<file path="src/rtl/audio_pkg.sv">
// Shared constants and state encoding for the left-justified audio DAC transmitter.
package audio_pkg;

    localparam int unsigned FRAME_BITS = 32;
    localparam int unsigned CHAN_BITS  = 16;

    typedef enum logic [1:0] {
        IDLE  = 2'd0,
        RUN   = 2'd1,
        DRAIN = 2'd2
    } i2s_state_t;

endpackage

</file>
<file path="src/rtl/i2s_bclk_gen.sv">
// Bit-clock divider and frame bit counter; produces BCLK, LRCK and the falling-edge strobes.
module i2s_bclk_gen
    import audio_pkg::*;
#(
    parameter int unsigned BCLK_HALF = 16
) (
    input  logic Clk,
    input  logic Reset,
    input  logic clear,
    input  logic start,
    output logic bclk,
    output logic lrck,
    output logic fall_strobe,
    output logic frame_strobe
);

    localparam int unsigned DIV_W = $clog2(BCLK_HALF);
    localparam int unsigned BIT_W = $clog2(FRAME_BITS);
    localparam logic [DIV_W-1:0] DIV_LAST = DIV_W'(BCLK_HALF - 1);
    localparam logic [BIT_W-1:0] BIT_LAST = BIT_W'(FRAME_BITS - 1);
    localparam logic [BIT_W-1:0] CHAN_LIM = BIT_W'(CHAN_BITS);

    logic [DIV_W-1:0] div_cnt;
    logic [BIT_W-1:0] bit_cnt;
    logic [BIT_W-1:0] bit_nxt;

    // Strobes flag the edge at which BCLK drops, so every consumer updates on that same edge.
    assign fall_strobe  = bclk && (div_cnt == DIV_LAST);
    assign frame_strobe = fall_strobe && (bit_cnt == BIT_LAST);
    assign bit_nxt      = bit_cnt + 1'b1;

    always_ff @(posedge Clk) begin
        if (!Reset || clear) begin
            div_cnt <= '0;
            bit_cnt <= '0;
            bclk    <= 1'b0;
            lrck    <= 1'b0;
        end else if (start) begin
            div_cnt <= '0;
            bit_cnt <= '0;
            bclk    <= 1'b0;
            lrck    <= 1'b1;
        end else begin
            if (div_cnt == DIV_LAST) begin
                div_cnt <= '0;
                bclk    <= ~bclk;
            end else begin
                div_cnt <= div_cnt + 1'b1;
            end
            if (fall_strobe) begin
                bit_cnt <= bit_nxt;
                lrck    <= (bit_nxt < CHAN_LIM);
            end
        end
    end

endmodule

</file>
<file path="src/rtl/audio_i2s_tx.sv">
// Left-justified mono-to-stereo DAC transmitter: holding register, frame shifter and run/drain control.
module audio_i2s_tx
    import audio_pkg::*;
#(
    parameter int unsigned BCLK_HALF = 16,
    parameter int unsigned UCNT_W    = 8
) (
    input  logic              Clk,
    input  logic              Reset,
    input  logic              Enable,
    input  logic [15:0]       sample_in,
    input  logic              sample_valid,
    output logic              sample_ready,
    output logic              sample_tick,
    output logic [UCNT_W-1:0] underrun_cnt,
    output logic              AUD_BCLK,
    output logic              AUD_DACLRCK,
    output logic              AUD_DACDAT
);

    i2s_state_t state, state_nxt;

    logic                  load, start, clear;
    logic                  fall_strobe, frame_strobe;
    logic                  full;
    logic [CHAN_BITS-1:0]  hold, last, s_frame;
    logic [FRAME_BITS-1:0] sr;
    logic                  xfer;

    i2s_bclk_gen #(.BCLK_HALF(BCLK_HALF)) u_bclk (
        .Clk          (Clk),
        .Reset        (Reset),
        .clear        (clear),
        .start        (start),
        .bclk         (AUD_BCLK),
        .lrck         (AUD_DACLRCK),
        .fall_strobe  (fall_strobe),
        .frame_strobe (frame_strobe)
    );

    always_ff @(posedge Clk) begin
        if (!Reset) state <= IDLE;
        else        state <= state_nxt;
    end

    // The first frame is loaded on the IDLE->RUN edge so its tick lands in the first RUN cycle.
    always_comb begin
        state_nxt = state;
        load      = 1'b0;
        start     = 1'b0;
        clear     = 1'b0;
        case (state)
            IDLE: begin
                if (Enable) begin
                    state_nxt = RUN;
                    start     = 1'b1;
                    load      = 1'b1;
                end else begin
                    clear = 1'b1;
                end
            end
            RUN: begin
                load = frame_strobe;
                if (!Enable) state_nxt = DRAIN;
            end
            DRAIN: begin
                if (Enable) begin
                    state_nxt = RUN;
                    load      = frame_strobe;
                end else if (frame_strobe) begin
                    state_nxt = IDLE;
                    clear     = 1'b1;
                end
            end
            default: state_nxt = IDLE;
        endcase
    end

    assign sample_ready = !full;
    assign xfer         = sample_valid && !full;
    assign s_frame      = full ? hold : last;
    assign AUD_DACDAT   = sr[FRAME_BITS-1];

    always_ff @(posedge Clk) begin
        if (!Reset) begin
            full         <= 1'b0;
            hold         <= '0;
            last         <= '0;
            sr           <= '0;
            sample_tick  <= 1'b0;
            underrun_cnt <= '0;
        end else begin
            sample_tick <= load;
            if (load) begin
                sr   <= {s_frame, s_frame};
                last <= s_frame;
                if (!full && (underrun_cnt != '1)) underrun_cnt <= underrun_cnt + 1'b1;
            end else if (clear) begin
                sr <= '0;
            end else if (fall_strobe) begin
                sr <= {sr[FRAME_BITS-2:0], 1'b0};
            end
            // A load while empty reads the old (empty) contents even if a transfer lands now.
            if (load && full) begin
                full <= 1'b0;
            end else if (xfer) begin
                full <= 1'b1;
                hold <= sample_in;
            end
        end
    end

endmodule

</file>
<file path="config.mk">
export PLATFORM = sky130hd
export DESIGN_NAME = audio_i2s_tx
export DESIGN_NICKNAME = d
export VERILOG_FILES = /design/src/rtl/audio_pkg.sv /design/src/rtl/i2s_bclk_gen.sv /design/src/rtl/audio_i2s_tx.sv
export SDC_FILE = /design/constraint.sdc
export NUM_CORES = 1
export LEC_CHECK = 0
export CELL_PAD_IN_SITES_DETAIL_PLACEMENT = 0
export CELL_PAD_IN_SITES_GLOBAL_PLACEMENT = 1
export CORE_UTILIZATION = 30
export CTS_CLUSTER_DIAMETER = 50
export CTS_CLUSTER_SIZE = 10
export DETAILED_ROUTE_END_ITERATION = 8
export HOLD_SLACK_MARGIN = 0.06
export PLACE_DENSITY = 0.62
export SETUP_SLACK_MARGIN = 0.5
export SLEW_MARGIN = 25
export SYNTH_ARGS = -nofsm -noshare
export SYNTH_HDL_FRONTEND = slang
export SYNTH_SLANG_ARGS = --single-unit
</file>
<file path="constraint.sdc">
create_clock -name Clk -period 5.7 [get_ports Clk]
set_clock_uncertainty 0.2 [all_clocks]
set_input_delay 0.57 -clock Clk [delete_from_list [all_inputs] [get_ports Clk]]
set_output_delay 0.57 -clock Clk [all_outputs]
set_load 0.02 [all_outputs]
</file>
After elaboration in Yosys (flattened, before gate mapping)
Cells that the tools add are included.
{ "word_totals": {"output_inout_bits": 13, "register_bits": 87, "wordCells": 62, "inputBits": 20} }
{ "op_classes": {"n_reduce_logical": 17, "n_eq_ne": 8, "magnitude_cmp": 1, "add_sub_neg": 3, "n_bitwise": 3, "n_mux": 19} }
{ "ops": {"columns": ["cell", "count"], "rows": [
  ["two-way mux 32 bit", 3],
  ["two-way mux 16 bit", 1],
  ["adder 8 x 1 -> 8 bit, second input constant", 1],
  ["two-way mux 1 bit", 8],
  ["two-way mux 2 bit", 4],
  ["!= test 8 bit, second input constant", 1],
  ["case mux 2 bit (3 select lines)", 1],
  ["adder 5 x 1 -> 5 bit, second input constant", 1],
  ["== test 5 bit, second input constant", 1],
  ["logical AND 1 bit", 5],
  ["less-than comparator 5 bit, second input constant", 1],
  ["adder 4 x 1 -> 4 bit, second input constant", 1],
  ["== test 4 bit, second input constant", 1],
  ["!= test 2 bit, second input constant", 2],
  ["AND reduction 2 bit", 2],
  ["OR reduction 2 bit", 2],
  ["!= test 3 bit, second input constant", 1],
  ["inverter 1 bit", 3],
  ["case mux 1 bit (3 select lines)", 1],
  ["AND reduction 3 bit", 1],
  ["nonzero test 3 bit", 1],
  ["OR reduction 3 bit", 1],
  ["== test 2 x 1 -> 1 bit, second input constant", 1],
  ["== test 2 bit, second input constant", 1],
  ["other kinds (5)", 6]
]} }

Logic depth before layout (Yosys ltp)
{ "depth": {"ltp_word": 8, "mapped_depth": 8, "depth_no_buf": 7} }

By module
Synthesis repeated with hierarchy kept, for this count alone.
{ "unflattened": {"cells_unflattened": 446, "hier_area_um2": 3688.5} }
{ "modules_own_cells": {"columns": ["mod", "area_each_um2", "seq_area_each_um2", "cells_each", "n_inst"], "rows": [
  ["audio_i2s_tx", 3200.6, 1521.5, 393, 1],
  ["i2s_bclk_gen", 488.0, 220.2, 53, 1]
]} }

Worst setup path after synthesis
OpenSTA, ideal clock, no wires.
{ "synth_path": {"path_type": "register to register", "from": "register u_bclk.bit_cnt[0]", "to": "register sr[14]", "path_stages_with_launch": 9, "setup_ns": 0.119, "path_buffers": 1, "required_time_ns": 5.381, "t_arrival_ns": 1.924, "setup_slack_ns": 3.458, "period_less_slack_ns": 2.242, "path_cell_list": "dfxtp_1 ha_1 and3_1 ha_1 mux2i_1 a2bb2oi_1 clkbuf_2 o21ai_1 o221a_2"} }
{ "synth_via": {"elab_chain_len": 7, "elab_cells_between_ends": 10, "cone_classes": "eq/ne (1); mux (7); reduce/logical (2)"} }
{ "synth_lines": {"columns": ["element", "line_no", "text"], "rows": [
  ["start: declaration", "i2s_bclk_gen.sv:24", "logic [BIT_W-1:0] bit_cnt;"],
  ["start signal: assignment", "i2s_bclk_gen.sv:51", "bit_cnt <= bit_nxt;"],
  ["== test 5 bit *", "i2s_bclk_gen.sv:29", "assign frame_strobe = fall_strobe && (bit_cnt == BIT_LAST);"],
  ["logical AND 1 bit *", "i2s_bclk_gen.sv:29", null],
  ["two-way mux 1 bit", "audio_i2s_tx.sv:70", "end else if (frame_strobe) begin"],
  ["two-way mux 1 bit", "audio_i2s_tx.sv:67", "if (Enable) begin"],
  ["case mux 1 bit (2 select lines)", "audio_i2s_tx.sv:52", "case (state)"],
  ["two-way mux 32 bit", "audio_i2s_tx.sv:98", "end else if (clear) begin"],
  ["two-way mux 32 bit", "audio_i2s_tx.sv:94", "if (load) begin"],
  ["end signal: assignment", "audio_i2s_tx.sv:95", "sr <= {s_frame, s_frame};"],
  ["end signal: assignment", "audio_i2s_tx.sv:101", "sr <= {sr[FRAME_BITS-2:0], 1'b0};"],
  ["end: declaration", "audio_i2s_tx.sv:27", "logic [FRAME_BITS-1:0] sr;"]
]} }
Every way passes the cells marked *; elsewhere a longest branch is shown, timed or not.
A chain may end at the register's enable or synchronous reset.

Worst setup path in the final report
{ "layout_path": {"from": "input Enable", "to": "register last[12]"} }
{ "layout_via": {"elab_chain_len": 2, "elab_cells_between_ends": 3, "cone_classes": "mux (3)"} }
{ "layout_lines": {"columns": ["element", "line_no", "text"], "rows": [
  ["start: declaration", "audio_i2s_tx.sv:10", "input logic Enable,"],
  ["two-way mux 1 bit, on equally long branches", "audio_i2s_tx.sv:67, audio_i2s_tx.sv:54", null],
  ["case mux 1 bit (3 select lines) *", "audio_i2s_tx.sv:52", null],
  ["end signal: assignment", "audio_i2s_tx.sv:96", "last <= s_frame;"],
  ["end: declaration", "audio_i2s_tx.sv:26", "logic [CHAN_BITS-1:0] hold, last, s_frame;"]
]} }
Marks and branches as above.

==> flow_metrics.env <==
export IMPL_tns_ns=0
export IMPL_path_buf_inv=1
export IMPL_min_period_ns=2.78
export IMPL_antenna_cells=0
export IMPL_critPathLaunchType="input port"
export IMPL_initial_core_util_pct=30.7
export IMPL_drc=0
export IMPL_synth_seq_cells=87
export IMPL_grt_pass1_vias=2738
export IMPL_avgSynthCellArea_um2=9.36
export IMPL_row_count=41
export IMPL_max_slew_margin_rel_pct=36.1
export IMPL_grt_pass1_wl_mm=13.6
export IMPL_synth_top_cell_by_area="dfxtp_1"
export IMPL_hpwl_mm=5.32
export IMPL_yosys_top_cells_area="dfxtp_1, mux2i_1, nand2_1"
export IMPL_cts_hold_buf=0
export IMPL_h_tree_depth=3
export IMPL_path_clk_slew_ns=0.06
export IMPL_grt_overflow=0
export IMPL_ir_worst_vdd_uv=113
export IMPL_track_usage_pct=13.0
export IMPL_utilization_pct=36.8
export IMPL_syn_inst=412
export IMPL_cpMaxStageDelayCell="nor3_4"
export IMPL_cts_sink_count=87
export IMPL_cpPeakStageDelay_ns=0.77
export IMPL_antenna_found_initial=0
export IMPL_p_leak_nw=1.58
export IMPL_syn_to_final_growth_pct=20.0
export IMPL_ios=33
export IMPL_cp_required_ns=5.76
export IMPL_totalWireLength_mm=8.12
export IMPL_status="finished, final reports clean"
export IMPL_routed_via_density=4.88
export IMPL_finalCritPeriodShare_pct=48.8
export IMPL_grt_max_degree=48
export IMPL_rsz0062_at_grt="false"
export IMPL_cp_arrival_ns=2.84
export IMPL_crit_type="in -> reg"
export IMPL_fill_cells=1296
export IMPL_cts_setup_buffers=0
export IMPL_internal_power_mw=1.13
export IMPL_wl_per_cell_um=13.4
export IMPL_drt_pre_antenna_iters=4
export IMPL_core_um2=12600
export IMPL_vias=2947
export IMPL_port_buffers=32
export IMPL_hold_violations=0
export IMPL_crit_chain="clkdlybuf4s50_1 -> nor2b_1 -> nor2_1 -> nor3_4 -> mux2i_1"
export IMPL_powerDensity_nw_per_um2=315
export IMPL_die_area_um2=13300
export IMPL_cpLargestDelayFamily="simple AND/OR/NAND/NOR gates"
export IMPL_drt_iter0_markers=115
export IMPL_clockRootBuffer="clkbuf_16"
export IMPL_ys_warn_count=0
export IMPL_cp_end_kind="register"
export IMPL_nets=451
export IMPL_power_switching_mw=0.328
export IMPL_dieHeight_um=115
export IMPL_setup_viol=0
export IMPL_cts_made_buffers=9
export IMPL_antenna_left=0
export IMPL_layout_drive_gt1_share_pct=11.3
export IMPL_postCtsResizedCells=0
export IMPL_swShare_pct=22.5
export IMPL_power_frac_seq_pct=45.0
export IMPL_ys_types=48
export IMPL_clk_latency_ns=0.33
export IMPL_synth_area_um2=3860
export IMPL_ys_seq_area_share_pct=45.2
export IMPL_whs_ns=0.257
export IMPL_cts_tree="done"
export IMPL_maxCapViolCount=0
export IMPL_syn_nets=436
export IMPL_drv_slew=0
export IMPL_die_w_um=115
export IMPL_place_gp_congestion=0.706
export IMPL_comb_power_share_pct=8.5
export IMPL_netlist_area_leader_share_pct=45.2
export IMPL_clkPwrFrac_pct=46.5
export IMPL_worst_slew_pin_transition_ns=0.955
export IMPL_path_max_fanout=15
export IMPL_cts_path_max_buffers=2
export IMPL_max_freq_ghz=0.360
export IMPL_hold_class="reg -> reg"
## power groups by stage
stage | sequential, mW | combinational, mW | clock [mW]
4_1_cts | 0.655 | 0.126 | 0.694
3_5_place_dp | 0.668 | 0.125 | 0
6_report | 0.655 | 0.123 | 0.677
2_1_floorplan | 0.660 | 0.0931 | 0
3_3_place_gp | 0.668 | 0.122 | 0
5_1_grt | 0.659 | 0.137 | 0.717
## placed cells by master, fill, tap and decap left out, types with 4 or more instances in the layout
cell	count
a21boi_0	25
dfxtp_1	86
mux2i_1	34
inv_1	4
or4_1	4
o21ai_1	12
o221a_1	12
ha_1	4
clkdlybuf4s50_1	31
a21oi_1	30
o31ai_1	5
nand2_1	75
buf_4	4
o21ai_0	11
o221a_2	19
a21boi_1	6
clkbuf_16	9
nor2_1	10
## registers in the layout, indices dropped and copies added, names as in the netlist
name            count
u_bclk.bclk         1
last               16
u_bclk.bit_cnt      5
underrun_cnt        8
sample_tick         1
sr                 32
u_bclk.lrck         1
u_bclk.div_cnt      4
full                1
state               2
hold               16
## tightest hold or removal path, stage by stage (launching register included)
cell,delay [ns]
dfxtp_1,0.31
nand2_1,0.05
mux2i_1,0.05
## cells in the mapped netlist (all sizes together)
master and instances:
o21ai 24, dfxtp 87, nor4 2, inv 5, nor2b 3, nand4b 1
a2bb2oi 1, xnor2 2, nand2b 3, o21bai 1, or4 4, ha 4
o31ai 6, nand4 4, and3 2, nand3 2, nand2 75, buf 9
and2 1, a211oi 1, nor3 2, o31a 1, xor2 3, and4 1
mux2i 34, o221a 31, nor2 10, a22oi 2, a21oi 30, o211ai 1
clkbuf 23, or3b 1, nor3b 2, or3 2, a21boi 31, o221ai 1
## worst paths after layout
kind	startpoint	end	slack, ns	cells past startpoint
hold / removal	last[1]	last[1]	0.26	2
hold reg to reg	last[1]	last[1]	0.26	2
setup reg to reg	u_bclk.div_cnt[0]	last[12]	3.00	5
setup / recovery	Enable	last[12]	2.92	5
## per-layer routing
| metal | GRT usage [%] | vias to the layer above | wire [um] |
|---|---|---|---|
| met4 | 5.45 | 0 | 108 |
| li1 | - | 1526 | - |
| met1 | 18.1 | 1378 | 4300 |
| met2 | 19.6 | 34 | 3500 |
| met3 | 2.53 | 9 | 207 |
| met5 | 0 | - | 0 |
## per-stage QoR
stage | cell area (um^2) | worst slack, ns | power (mW) | cells
finish | 4630 | 2.92 | 1.46 | 604
global route | 4630 | 2.69 | 1.51 | 604
CTS | 4630 | 2.59 | 1.47 | 604
detailed placement | 4280 | 2.54 | 0.794 | 588
global placement | 4270 | 2.32 | 0.789 | 588
floorplan | 3860 | 3.46 | 0.753 | 412
## area by class of cell
class | count | area, um^2 | share of cell area [%]
clock buffers | 10 | 239 | 5.16
clock inverters | 6 | 108 | 2.32
inverters | 5 | 18.8 | 0.405
multi-input cells | 288 | 1960 | 42.4
flip-flops and latches | 87 | 1740 | 37.6
well taps | 172 | 215 | 4.65
repair buffers | 36 | 345 | 7.46
## cells by family after synthesis
group           after synthesis  synth area share, %
flops                        87                 45.2
fa+ha+maj                     4                 1.30
mux                          34                 8.82
buf+inv                      37                 4.35
simple gates                115                 13.9
compound gates              130                 25.4
xor+xnor                      5                 1.14
Power figures use the tool's default switching activity.
